==> src/rtl/aes_loader_pkg.sv <==
`default_nettype none
// ============================================================================
// Module   : aes_loader_pkg
// Brief    : Shared types, widths and helpers for the AES block loader.
// Revision : 1.0 - initial release
// ============================================================================
package aes_loader_pkg;

  // Loader phases: collect words, wait on the core, enforce idle gap.
  typedef enum logic [1:0] {
    ST_FILL = 2'd0,
    ST_RUN  = 2'd1,
    ST_GAP  = 2'd2
  } state_e;

  localparam int WORDS_PER_BLOCK = 4;
  localparam int WORD_W          = 32;
  localparam int BLOCK_W         = WORDS_PER_BLOCK * WORD_W;

  // Width needed for a counter that must hold the larger of two limits.
  function automatic int cnt_width(input int a, input int b);
    int m;
    m = (a > b) ? a : b;
    return $clog2(m + 1);
  endfunction

endpackage
`default_nettype wire

==> src/rtl/aes_block_loader_if.sv <==
`default_nettype none
// ============================================================================
// Module   : aes_block_loader_if
// Brief    : Upstream word stream plus AES core launch/complete signals.
// Revision : 1.0 - initial release
// ============================================================================
interface aes_block_loader_if;
  import aes_loader_pkg::*;

  logic                in_valid;
  logic                in_ready;
  logic [WORD_W-1:0]   in_word;
  logic                in_sel;
  logic                AES_data_out_valid;
  logic                AES_en;
  logic [BLOCK_W-1:0]  AES_data_in;
  logic [BLOCK_W-1:0]  AES_key_in;

  // The loader side.
  modport slave (
    input  in_valid, in_word, in_sel, AES_data_out_valid,
    output in_ready, AES_en, AES_data_in, AES_key_in
  );

  // The system side: word source and AES core.
  modport master (
    output in_valid, in_word, in_sel, AES_data_out_valid,
    input  in_ready, AES_en, AES_data_in, AES_key_in
  );
endinterface
`default_nettype wire

==> src/rtl/aes_word_packer.sv <==
`default_nettype none
// ============================================================================
// Module   : aes_word_packer
// Brief    : Packs four 32-bit words into a 128-bit slot register; first
//            word lands in the top slot. Full behaviour is selectable:
//            restart a new load, or discard and report a drop.
// Revision : 1.0 - initial release
// ============================================================================
module aes_word_packer
  import aes_loader_pkg::*;
#(
  parameter bit RELOAD_ON_FULL = 1'b0
) (
  input  logic               clk_i,
  input  logic               rst_i,
  input  logic               wr_en_i,
  input  logic [WORD_W-1:0]  word_i,
  input  logic               restart_i,
  output logic [BLOCK_W-1:0] block_o,
  output logic               full_o,
  output logic               drop_o
);

  logic [WORDS_PER_BLOCK-1:0][WORD_W-1:0] slot_q;
  logic [1:0]                             cnt_q;
  logic                                   full_q;

  // Slot writes, counter advance and full-flag handling.
  always_ff @(posedge clk_i) begin
    if (rst_i) begin
      slot_q <= '0;
      cnt_q  <= 2'd0;
      full_q <= 1'b0;
    end else if (restart_i) begin
      // Slots keep their contents so the outputs stay frozen while running.
      cnt_q  <= 2'd0;
      full_q <= 1'b0;
    end else if (wr_en_i) begin
      if (full_q) begin
        if (RELOAD_ON_FULL) begin
          slot_q[0] <= word_i;
          cnt_q     <= 2'd1;
          full_q    <= 1'b0;
        end
      end else begin
        slot_q[cnt_q] <= word_i;
        cnt_q         <= cnt_q + 2'd1;
        if (cnt_q == 2'd3) full_q <= 1'b1;
      end
    end
  end

  // Slot 0 is the most significant word of the packed block.
  for (genvar gi = 0; gi < WORDS_PER_BLOCK; gi++) begin : g_pack
    assign block_o[BLOCK_W-1-gi*WORD_W -: WORD_W] = slot_q[gi];
  end

  assign full_o = full_q;
  assign drop_o = wr_en_i & full_q & ~RELOAD_ON_FULL;

endmodule
`default_nettype wire

==> src/rtl/aes_block_loader.sv <==
`default_nettype none
// ============================================================================
// Module   : aes_block_loader
// Brief    : Feeds the AES core: packs key/data words, launches a block,
//            waits for completion or timeout, then enforces an idle gap.
//            The key stays loaded across blocks.
// Revision : 1.0 - initial release
// ============================================================================
module aes_block_loader
  import aes_loader_pkg::*;
#(
  parameter int TIMEOUT_CYC = 64,
  parameter int GAP_CYC     = 2
) (
  input  logic                AES_clk,
  input  logic                AES_rst,
  aes_block_loader_if.slave   bus,
  input  logic                err_clr,
  output logic                busy,
  output logic                timeout_err,
  output logic                drop_err
);

  localparam int             CW         = cnt_width(TIMEOUT_CYC, GAP_CYC);
  localparam logic [CW-1:0]  c_RUN_LAST = CW'(TIMEOUT_CYC - 1);
  localparam logic [CW-1:0]  c_GAP_LAST = CW'(GAP_CYC - 1);

  state_e         state_q;
  logic           en_q;
  logic           busy_q;
  logic           terr_q, terr_d;
  logic           derr_q, derr_d;
  logic [CW-1:0]  run_cnt_q;
  logic [CW-1:0]  gap_cnt_q;

  logic w_hs, w_key_wr, w_data_wr;
  logic w_key_full, w_data_full, w_key_drop, w_data_drop;
  logic w_launch, w_timeout;

  assign bus.in_ready = (state_q == ST_FILL);
  assign w_hs         = bus.in_valid & bus.in_ready;
  assign w_key_wr     = w_hs &  bus.in_sel;
  assign w_data_wr    = w_hs & ~bus.in_sel;
  assign w_launch     = (state_q == ST_FILL) & w_key_full & w_data_full;
  // Completion on the final counted cycle takes priority over timeout.
  assign w_timeout    = (state_q == ST_RUN) & ~bus.AES_data_out_valid &
                        (run_cnt_q == c_RUN_LAST);

  // A new key word on a full key starts a fresh key load.
  aes_word_packer #(.RELOAD_ON_FULL(1'b1)) u_key (
    .clk_i     (AES_clk),
    .rst_i     (AES_rst),
    .wr_en_i   (w_key_wr),
    .word_i    (bus.in_word),
    .restart_i (1'b0),
    .block_o   (bus.AES_key_in),
    .full_o    (w_key_full),
    .drop_o    (w_key_drop)
  );

  // Data clears on launch; extra words on a full block are dropped.
  aes_word_packer #(.RELOAD_ON_FULL(1'b0)) u_data (
    .clk_i     (AES_clk),
    .rst_i     (AES_rst),
    .wr_en_i   (w_data_wr),
    .word_i    (bus.in_word),
    .restart_i (w_launch),
    .block_o   (bus.AES_data_in),
    .full_o    (w_data_full),
    .drop_o    (w_data_drop)
  );

  // Sticky error flags: a set in the same cycle as a clear wins.
  always_comb begin
    terr_d = w_timeout | (terr_q & ~err_clr);
    derr_d = w_key_drop | w_data_drop | (derr_q & ~err_clr);
  end

  // Phase sequencing with registered enable, busy and error outputs.
  always_ff @(posedge AES_clk) begin
    if (AES_rst) begin
      state_q   <= ST_FILL;
      en_q      <= 1'b0;
      busy_q    <= 1'b0;
      terr_q    <= 1'b0;
      derr_q    <= 1'b0;
      run_cnt_q <= '0;
      gap_cnt_q <= '0;
    end else begin
      terr_q <= terr_d;
      derr_q <= derr_d;
      case (state_q)
        ST_FILL: begin
          if (w_launch) begin
            state_q   <= ST_RUN;
            en_q      <= 1'b1;
            busy_q    <= 1'b1;
            run_cnt_q <= '0;
          end
        end
        ST_RUN: begin
          if (bus.AES_data_out_valid || (run_cnt_q == c_RUN_LAST)) begin
            state_q   <= ST_GAP;
            en_q      <= 1'b0;
            gap_cnt_q <= '0;
          end else begin
            run_cnt_q <= run_cnt_q + CW'(1);
          end
        end
        ST_GAP: begin
          if (gap_cnt_q == c_GAP_LAST) begin
            state_q <= ST_FILL;
            busy_q  <= 1'b0;
          end else begin
            gap_cnt_q <= gap_cnt_q + CW'(1);
          end
        end
        default: begin
          state_q <= ST_FILL;
          en_q    <= 1'b0;
          busy_q  <= 1'b0;
        end
      endcase
    end
  end

  assign bus.AES_en  = en_q;
  assign busy        = busy_q;
  assign timeout_err = terr_q;
  assign drop_err    = derr_q;

endmodule
`default_nettype wire

==> src/flat_wrapper.sv <==
// flat-port wrapper written by rule: the top's interface ports become plain ports
module aes_block_loader_flat import aes_loader_pkg::*;
#(
  parameter int TIMEOUT_CYC = 64,
  parameter int GAP_CYC     = 2
)
  (AES_clk, AES_rst, err_clr, busy, timeout_err, drop_err, bus_in_valid, bus_in_word, bus_in_sel, bus_AES_data_out_valid, bus_in_ready, bus_AES_en, bus_AES_data_in, bus_AES_key_in);
  aes_block_loader_if bus_i ();
  input  logic AES_clk;
  input  logic AES_rst;
  input  logic err_clr;
  output logic busy;
  output logic timeout_err;
  output logic drop_err;
  input wire logic [$bits(bus_i.in_valid)-1:0] bus_in_valid;
  input wire logic [$bits(bus_i.in_word)-1:0] bus_in_word;
  input wire logic [$bits(bus_i.in_sel)-1:0] bus_in_sel;
  input wire logic [$bits(bus_i.AES_data_out_valid)-1:0] bus_AES_data_out_valid;
  output wire logic [$bits(bus_i.in_ready)-1:0] bus_in_ready;
  output wire logic [$bits(bus_i.AES_en)-1:0] bus_AES_en;
  output wire logic [$bits(bus_i.AES_data_in)-1:0] bus_AES_data_in;
  output wire logic [$bits(bus_i.AES_key_in)-1:0] bus_AES_key_in;
  assign bus_i.in_valid = bus_in_valid;
  assign bus_i.in_word = bus_in_word;
  assign bus_i.in_sel = bus_in_sel;
  assign bus_i.AES_data_out_valid = bus_AES_data_out_valid;
  assign bus_in_ready = bus_i.in_ready;
  assign bus_AES_en = bus_i.AES_en;
  assign bus_AES_data_in = bus_i.AES_data_in;
  assign bus_AES_key_in = bus_i.AES_key_in;
  aes_block_loader #(.TIMEOUT_CYC(TIMEOUT_CYC), .GAP_CYC(GAP_CYC)) u_core (.AES_clk(AES_clk), .AES_rst(AES_rst), .bus(bus_i), .err_clr(err_clr), .busy(busy), .timeout_err(timeout_err), .drop_err(drop_err));
endmodule
==> config.mk <==
export PLATFORM = sky130hd
export DESIGN_NAME = aes_block_loader_flat
export DESIGN_NICKNAME = d
export VERILOG_FILES = /design/src/rtl/aes_loader_pkg.sv /design/src/rtl/aes_block_loader_if.sv /design/src/rtl/aes_word_packer.sv /design/src/rtl/aes_block_loader.sv /design/src/flat_wrapper.sv
export SDC_FILE = /design/constraint.sdc
export NUM_CORES = 1
export LEC_CHECK = 0
export ABC_CLOCK_PERIOD_IN_PS = 4000
export CORE_MARGIN = 8
export CORE_UTILIZATION = 40
export CTS_BUF_LIST = sky130_fd_sc_hd__clkbuf_16
export DETAILED_ROUTE_END_ITERATION = 8
export PLACE_DENSITY_LB_ADDON = 0.12
export SKIP_CTS_REPAIR_TIMING = 1
export SLEW_MARGIN = 25
export SYNTH_ARGS = -nofsm -noshare
export SYNTH_HDL_FRONTEND = slang
export SYNTH_SLANG_ARGS = --single-unit
==> constraint.sdc <==
create_clock -name AES_clk -period 4 [get_ports AES_clk]
set_clock_uncertainty 0.05 [all_clocks]
set_input_delay 0.8 -clock AES_clk [delete_from_list [all_inputs] [get_ports AES_clk]]
set_output_delay 0.8 -clock AES_clk [all_outputs]
set_load 0.02 [all_outputs]
# After elaboration in Yosys (flattened, before gate mapping)
# Cells that the tools add are included.
# word_totals
register_bits,282
latchBits,0
mem_bits_rw,0
romBits,0
inputBits,38
output_inout_bits,261
elab_cells,100
n_memories,0
# classes
n_addsub,4
multipliers,0
div,0
magnitude_cmp,4
eq_ne,11
n_shift,0
mux,27
bitwise,20
reduce_logical,15
# op_table
op,n
$bwmux 128,2
$demux 32 s2,2
$mux 32,3
$mux 7,4
$pmux 7 s2,2
$reduce_and 3->1,6
$add 7x1->7 const B,2
$and 1x1->1,10
$mux 2,4
$ne 2x2->1 const B,4
$not 1->1,8
$eq 7x1->1 const B,1
$eq 7x6->1 const B,1
$mux 1,7
$eq 2x2->1 const B,3
$lt 2x3->1 const B,2
$pmux 1 s3,2
$pmux 2 s3,1
$add 2x1->2 const B,2
$ge 2x1->1 const B,2
$reduce_and 2->1,2
$reduce_bool 2->1,2
$eq 2x1->1 const B,1
$logic_and 1x1->1,2
other kinds (5),6

# Longest topological paths before layout
# Gate-level depths: netlist of the first run.
# logic_depth
ltp_word,6
depth_mapped,10
mapped_depth_nobuf,6

# By module
# Synthesis of the first run repeated with hierarchy kept, for this count alone.
# unflattened
hier_cells,1295
area_unflattened_um2,11340.9
# by_module_without_submodules
module,instances,cells_each,area_per_inst_um2,seq_area_each_um2
aes_word_packer at u_core.u_key,1,588,5361.4,2622.5
aes_word_packer at u_core.u_data,1,587,4933.5,2622.5
aes_block_loader,1,120,1046.0,400.4

# Least setup slack after synthesis of the first run
# OpenSTA, ideal clock, no wires.
# synth_path
path_type,input-to-reg
start,in bus_AES_data_out_valid
end,reg u_core.run_cnt_q[3]
setup_time_ns,0.106
arrival_time_ns,1.813
required_ns,3.844
slack_ns,2.031
path_stages,4
path_buffers,0
path_cell_list,nor2b_1 o211ai_2 or4_1 o311ai_0
# synth_via
elab_chain_len,3
# synth_lines
element,line,text
from (decl),flat_wrapper.sv:18,input wire logic [$bits(bus_i.AES_data_out_valid)-1:0] bus_AES_data_out_valid;
$logic_or 1x1->1,aes_block_loader.sv:102,if (bus.AES_data_out_valid || (run_cnt_q == c_RUN_LAST)) begin
$ne 2x2->1 (no line),-,
$reduce_and 3->1 (no line),-,
to (signal assigned),aes_block_loader.sv:107,run_cnt_q <= run_cnt_q + CW'(1);
to (decl),aes_block_loader.sv:33,logic [CW-1:0] run_cnt_q;
# No other way between the ends.
# A chain may end at the register's enable or synchronous reset.

# Worst setup path in the final report of the first run
# layout_path
start,reg u_core.state_q[1]
end,out bus_in_ready
# layout_via
elab_chain_len,1
# layout_lines
element,line,text
from (decl),aes_block_loader.sv:28,state_e state_q;
from (signal assigned),aes_block_loader.sv:82,state_q <= ST_FILL;
from (signal assigned),aes_block_loader.sv:95,state_q <= ST_RUN;
from (signal assigned),aes_block_loader.sv:103,state_q <= ST_GAP;
$logic_not 2->1,aes_block_loader.sv:40,assign bus.in_ready = (state_q == ST_FILL);
to (decl),flat_wrapper.sv:19,output wire logic [$bits(bus_i.in_ready)-1:0] bus_in_ready;
# No other way between the ends.

==> summary.json, run 1 <==
{
  "synthesis": {
    "synth_compound_gate_area_share_pct": 15.0,
    "synthesis.area_per_instance_um2": 7.92,
    "synth-xor-area-share_pct": 0.0831,
    "syn_nets": 1384,
    "post_synth_instance_area_um2": 10500,
    "mux_contribution_to_synthesized_area_pct": 0.190,
    "synthSimpleGateAreaFrac_pct": 23.0,
    "synth_seq_area_share_pct": 53.6,
    "synthAdderAreaFrac_pct": 1.78,
    "synth_seq_cells": 282,
    "postSynth.topFlopCell": "sky130_fd_sc_hd__dfxtp_1",
    "synth-async-reset-ratio_pct": 0,
    "yosysUniqueCellTypes": 49,
    "number_of_enable_flip_flop_cells_after_synthesis": 0,
    "yosys_warnings": 0,
    "largest_family_of_logic_cells_by_synthesized_area": "simple AND/OR/NAND/NOR gates",
    "syn_inst": 1331
  },
  "sta": {
    "report.final.setup_viol": 0,
    "fmaxAchievable_ghz": 0.342,
    "hold_vio_cnt_final": 0,
    "timing.max_slew.rel_slack_pct": 31.0,
    "totalNegativeSetupSlack_ps": 0,
    "maxSlewViolCount": 0,
    "final_min_period_over_clock_period_pct": 73.1,
    "slew_at_the_pin_closest_to_its_max_slew_limit_ps": 1030,
    "grt_setup_unrepaired": "false",
    "final.min_clock_period_ps": 2920
  },
  "clocking": {
    "tritoncts_clock_tree": "built",
    "htree_num_levels": 1,
    "clkSlewWorstSetupHoldPaths_ps": 60,
    "clock_latency_ps": 540,
    "clock_tree.buffer_depth": 3,
    "tritoncts.num_buffers": 30,
    "cts_sinks": 282,
    "root_buffer": "sky130_fd_sc_hd__clkbuf_16"
  },
  "critical_path": {
    "cp_data_arrival_time_ps": 2070,
    "critical_path_startpoint_category": "register",
    "worst-path-max-fanout": 12,
    "regToRegSetupSlack_ps": 1500,
    "criticalPathCategory": "reg2out",
    "required_ps": 3150,
    "setup.worst_path.end_class": "output pin"
  },
  "status": {
    "run_status": "completed"
  },
  "final_layout": {
    "post-route-util_pct": 55.4,
    "design.final.nets": 1610,
    "layout.cells.most_common_list": "535 x sky130_fd_sc_hd__nand2_1, 297 x sky130_fd_sc_hd__clkdlybuf4s50_1, 282 x sky130_fd_sc_hd__dfxtp_1",
    "antenna_cells_inserted": 0,
    "mostFrequentLayoutCell": "sky130_fd_sc_hd__nand2_1",
    "syn2layout_area_growth_pct": 36.6,
    "layout-drive-gt1-share_pct": 4.25
  },
  "route": {
    "drt-pass1-iter-count": 5,
    "detail_route.wirelength_um": 36100,
    "avgViaCountPerCell": 5.00,
    "drt_wl_cell_um": 18.9,
    "vias": 9555,
    "drtAntennaViolNets": 0,
    "detail_route.drc_violations": 0,
    "detailedRoute.firstIterationViolations": 649
  },
  "floorplan": {
    "num_io_pins": 299,
    "fp.dieArea_um2": 31800,
    "die_width_um": 178,
    "chipHeight_um": 178,
    "start_util_pct": 40.5,
    "rows": 59,
    "floorplan.core_area_um2": 26000
  },
  "grt": {
    "globalRouteOverflowTotal": 0,
    "total_global_route_track_usage_pct": 21.5,
    "first_pass_grt_wire_length_um": 53400,
    "grt_pass1_vias": 8818,
    "pin_count_of_the_biggest_net_entering_global_routing": 109,
    "antenna_found_initial": 0
  },
  "hold_path": {
    "min-delay-path-class": "reg2reg"
  },
  "place": {
    "gp_congestion": 0.765,
    "placed_wire_length_estimate_um": 24600,
    "numPortBuffers": 298
  },
  "pwr": {
    "powerDensity_nw_per_um2": 459,
    "worst_vdd_ir_v": 0.000267,
    "power.leakage_nw": 4.85
  },
  "flow_run": {
    "cap_violations": 0
  }
}
cells in the mapped netlist (2+ instances only):
| cell | number | area share [%] |
|---|---|---|
| sky130_fd_sc_hd__nand2_1 | 535 | 19 |
| sky130_fd_sc_hd__dfxtp_1 | 282 | 54 |
| sky130_fd_sc_hd__a21oi_1 | 269 | 13 |
| sky130_fd_sc_hd__clkbuf_1 | 54 | 1.9 |
| sky130_fd_sc_hd__buf_4 | 38 | 2.7 |
| sky130_fd_sc_hd__buf_2 | 24 | 1.1 |
| sky130_fd_sc_hd__ha_1 | 15 | 1.8 |
| sky130_fd_sc_hd__nand3_1 | 15 | 0.71 |
| sky130_fd_sc_hd__inv_1 | 10 | 0.36 |
| sky130_fd_sc_hd__nor2_1 | 10 | 0.36 |
| sky130_fd_sc_hd__buf_1 | 7 | 0.25 |
| sky130_fd_sc_hd__o21ai_0 | 7 | 0.33 |
| sky130_fd_sc_hd__and2_1 | 6 | 0.36 |
| sky130_fd_sc_hd__a32o_1 | 5 | 0.48 |
| sky130_fd_sc_hd__nor2b_1 | 4 | 0.24 |
| sky130_fd_sc_hd__nor3_1 | 4 | 0.19 |
| sky130_fd_sc_hd__nand3b_1 | 3 | 0.21 |
| sky130_fd_sc_hd__nor4_1 | 3 | 0.18 |
| sky130_fd_sc_hd__or4_1 | 3 | 0.21 |
| sky130_fd_sc_hd__a31oi_1 | 2 | 0.12 |
| sky130_fd_sc_hd__and3b_1 | 2 | 0.17 |
| sky130_fd_sc_hd__mux2i_1 | 2 | 0.19 |
| sky130_fd_sc_hd__nand4_1 | 2 | 0.12 |
| sky130_fd_sc_hd__nor3b_1 | 2 | 0.14 |
| sky130_fd_sc_hd__o211ai_2 | 2 | 0.24 |
| sky130_fd_sc_hd__o21ai_1 | 2 | 0.095 |
cell families (layout without fill, tap and decap cells):
family          after synthesis  count (layout)
simple gates                600             600
compound gates              298             298
flops                       282             282
buf+inv                     133             377
fa+ha+maj                    15              15
mux                           2               2
xor+xnor                      1               1
through the flow:
stage	hold WS (ps)	total power, mW	instances	setup WS (ps)	cell area, µm²
detailed placement	376	4.14	1860	1040	13500
global placement	367	4.13	1860	1080	13500
global route	403	6.86	1910	898	14400
CTS	387	6.66	1910	1040	14400
floorplan	357	3.69	1331	2030	10500
finish	395	6.61	1910	1080	14400
critical path, stage by stage (launching register included):
cell and delay [ps]:
sky130_fd_sc_hd__dfxtp_1 310, sky130_fd_sc_hd__inv_1 110, sky130_fd_sc_hd__ha_1 420, sky130_fd_sc_hd__clkdlybuf4s50_1 690
routing by layer:
| metal | part of all wire [%] | vias to the layer above | track usage, % |
|---|---|---|---|
| met3 | 7.6 | 49 | 5.69 |
| li1 | - | 4745 | - |
| met5 | 0 | - | 0 |
| met4 | 2.5 | 0 | 5.48 |
| met1 | 43 | 4477 | 27.1 |
| met2 | 47 | 284 | 36.0 |
flip-flops by register name (all words and copies together) (netlist names), 2 cells and up:
signal,count
u_core.u_key.cnt_q,2
u_core.run_cnt_q,7
u_core.state_q,2
u_core.gap_cnt_q,7
u_core.u_key.block_o,128
u_core.u_data.cnt_q,2
u_core.u_data.block_o,128
power breakdown:
part	leakage, nW	switching (mW)	internal (mW)
clock	0.478	1.09	1.44
combinational	2.09	0.651	0.405
sequential	2.28	0.0770	2.94
total	4.85	1.82	4.78
path summary, 6_finish.rpt:
kind,start,endpoint,cells past startpoint
min,u_core.run_cnt_q[6],u_core.run_cnt_q[6],2
min reg2reg,u_core.run_cnt_q[6],u_core.run_cnt_q[6],2
max reg2reg,u_core.state_q[1],u_core.u_key.block_o[4],7
max,u_core.state_q[1],bus_in_ready,3
layout make-up:
| cell class | instances | area, µm² |
|---|---|---|
| Multi-Input combinational cell | 916 | 4230 |
| Inverter | 10 | 37.5 |
| Clock inverter | 19 | 100 |
| Sequential cell | 282 | 5650 |
| Timing Repair Buffer | 317 | 3180 |
| Fill cell | 2437 | 11600 |
| Clock buffer | 31 | 776 |
| Tap cell | 335 | 419 |
Power figures use the tool's default switching activity.
==> run 2, diff against run 1 <==
ABC_CLOCK_PERIOD_IN_PS = 2600   (was 4000)
clock period = 2.6 ns   (was 4 ns; I/O delays follow)
==> summary.json, run 2 (synthesis gave the netlist of run 1 again) <==
{
  "clocking": {
    "clock_latency_ps": 540,
    "tritoncts_clock_tree": "built",
    "cts_sinks": 282,
    "root_buffer": "sky130_fd_sc_hd__clkbuf_16",
    "clkSlewWorstSetupHoldPaths_ps": 60,
    "htree_num_levels": 1,
    "clock_tree.buffer_depth": 3,
    "tritoncts.num_buffers": 30
  },
  "sta": {
    "slew_at_the_pin_closest_to_its_max_slew_limit_ps": 1060,
    "final.min_clock_period_ps": 2430,
    "report.final.setup_viol": 0,
    "hold_ws_ps": 380,
    "grt_setup_unrepaired": "false",
    "hold_vio_cnt_final": 0,
    "timing.max_slew.rel_slack_pct": 29.3,
    "maxSlewViolCount": 0,
    "fmaxAchievable_ghz": 0.411,
    "final_min_period_over_clock_period_pct": 93.6,
    "final.setup.worst_slack_ps": 165,
    "totalNegativeSetupSlack_ps": 0
  },
  "pwr": {
    "total_power_mw": 10.6,
    "powerDensity_nw_per_um2": 723,
    "power.leakage_nw": 4.95,
    "worst_vdd_ir_v": 0.000461
  },
  "final_layout": {
    "layout-drive-gt1-share_pct": 6.08,
    "antenna_cells_inserted": 0,
    "post-route-cell-area_um2": 14600,
    "count_of_non_filler_cells_in_the_finished_layout": 1931,
    "post-route-util_pct": 56.2,
    "design.final.nets": 1625,
    "layout.cells.most_common_list": "535 x sky130_fd_sc_hd__nand2_1, 297 x sky130_fd_sc_hd__clkdlybuf4s50_1, 282 x sky130_fd_sc_hd__dfxtp_1",
    "syn2layout_area_growth_pct": 38.7,
    "mostFrequentLayoutCell": "sky130_fd_sc_hd__nand2_1"
  },
  "route": {
    "avgViaCountPerCell": 5.00,
    "detailedRoute.firstIterationViolations": 759,
    "detail_route.wirelength_um": 36100,
    "detail_route.drc_violations": 0,
    "drtAntennaViolNets": 0,
    "vias": 9648,
    "drt-pass1-iter-count": 5,
    "drt_wl_cell_um": 18.7
  },
  "flow_run": {
    "cap_violations": 0
  },
  "grt": {
    "first_pass_grt_wire_length_um": 54100,
    "antenna_found_initial": 0,
    "pin_count_of_the_biggest_net_entering_global_routing": 159,
    "grt_pass1_vias": 9001,
    "globalRouteOverflowTotal": 0,
    "total_global_route_track_usage_pct": 21.6
  },
  "status": {
    "run_status": "completed"
  },
  "floorplan": {
    "chipHeight_um": 178,
    "die_width_um": 178,
    "rows": 59,
    "num_io_pins": 299,
    "start_util_pct": 40.5,
    "fp.dieArea_um2": 31800,
    "floorplan.core_area_um2": 26000
  },
  "critical_path": {
    "cp_data_arrival_time_ps": 1860,
    "worst-path-max-fanout": 12,
    "critical_path_startpoint_category": "register",
    "setup.worst_path.end_class": "output pin",
    "required_ps": 2030,
    "criticalPathCategory": "reg2out"
  },
  "place": {
    "numPlacedInstances": 1875,
    "numPortBuffers": 298,
    "gp_congestion": 0.786,
    "placement.setup.worst_slack_ps": 226,
    "postPlaceCellArea_um2": 13600,
    "placed_wire_length_estimate_um": 24700
  },
  "hold_path": {
    "min-delay-path-class": "reg2reg"
  }
}
run 2: cell types whose count changed in the layout (fill, tap and decap cells not counted), sizes merged:
cell,delta
buf,+15
bufinv,+3
clkbuf,-1
clkinv,+15
inv,-11
run 2: layout make-up:
| cell class | count | area (µm²) |
|---|---|---|
| Sequential cell | 282 | 5650 |
| Inverter | 10 | 37.5 |
| Clock buffer | 30 | 751 |
| Tap cell | 335 | 419 |
| Multi-Input combinational cell | 916 | 4250 |
| Fill cell | 2424 | 11400 |
| Timing Repair Buffer | 332 | 3280 |
| Clock inverter | 26 | 231 |
run 2: worst max-delay path, stage by stage, from the launching register on:
cell	delay, ps
sky130_fd_sc_hd__dfxtp_1	320
sky130_fd_sc_hd__inv_1	150
sky130_fd_sc_hd__ha_4	230
sky130_fd_sc_hd__clkdlybuf4s50_1	620
run 2: power breakdown:
part	switching [mW]	leakage (nW)	internal [mW]
Sequential	0.120	2.28	4.53
Clock	1.77	0.504	2.49
Combinational	1.01	2.16	0.647
run 2: final timing paths:
check	startpoint	endpoint	slack [ps]	cells after the start
max	u_core.state_q[1]	bus_in_ready	170	3
min	u_core.run_cnt_q[6]	u_core.run_cnt_q[6]	380	2
max reg2reg	u_core.state_q[1]	u_core.run_cnt_q[3]	560	6
min reg2reg	u_core.run_cnt_q[6]	u_core.run_cnt_q[6]	380	2
run 2: per-layer routing:
metal	global-route usage (%)	vias up	wire (µm)
met3	5.36	53	2720
met2	36.4	277	17300
met5	0	-	0
met1	27.1	4541	15300
met4	5.65	0	868
li1	-	4777	-
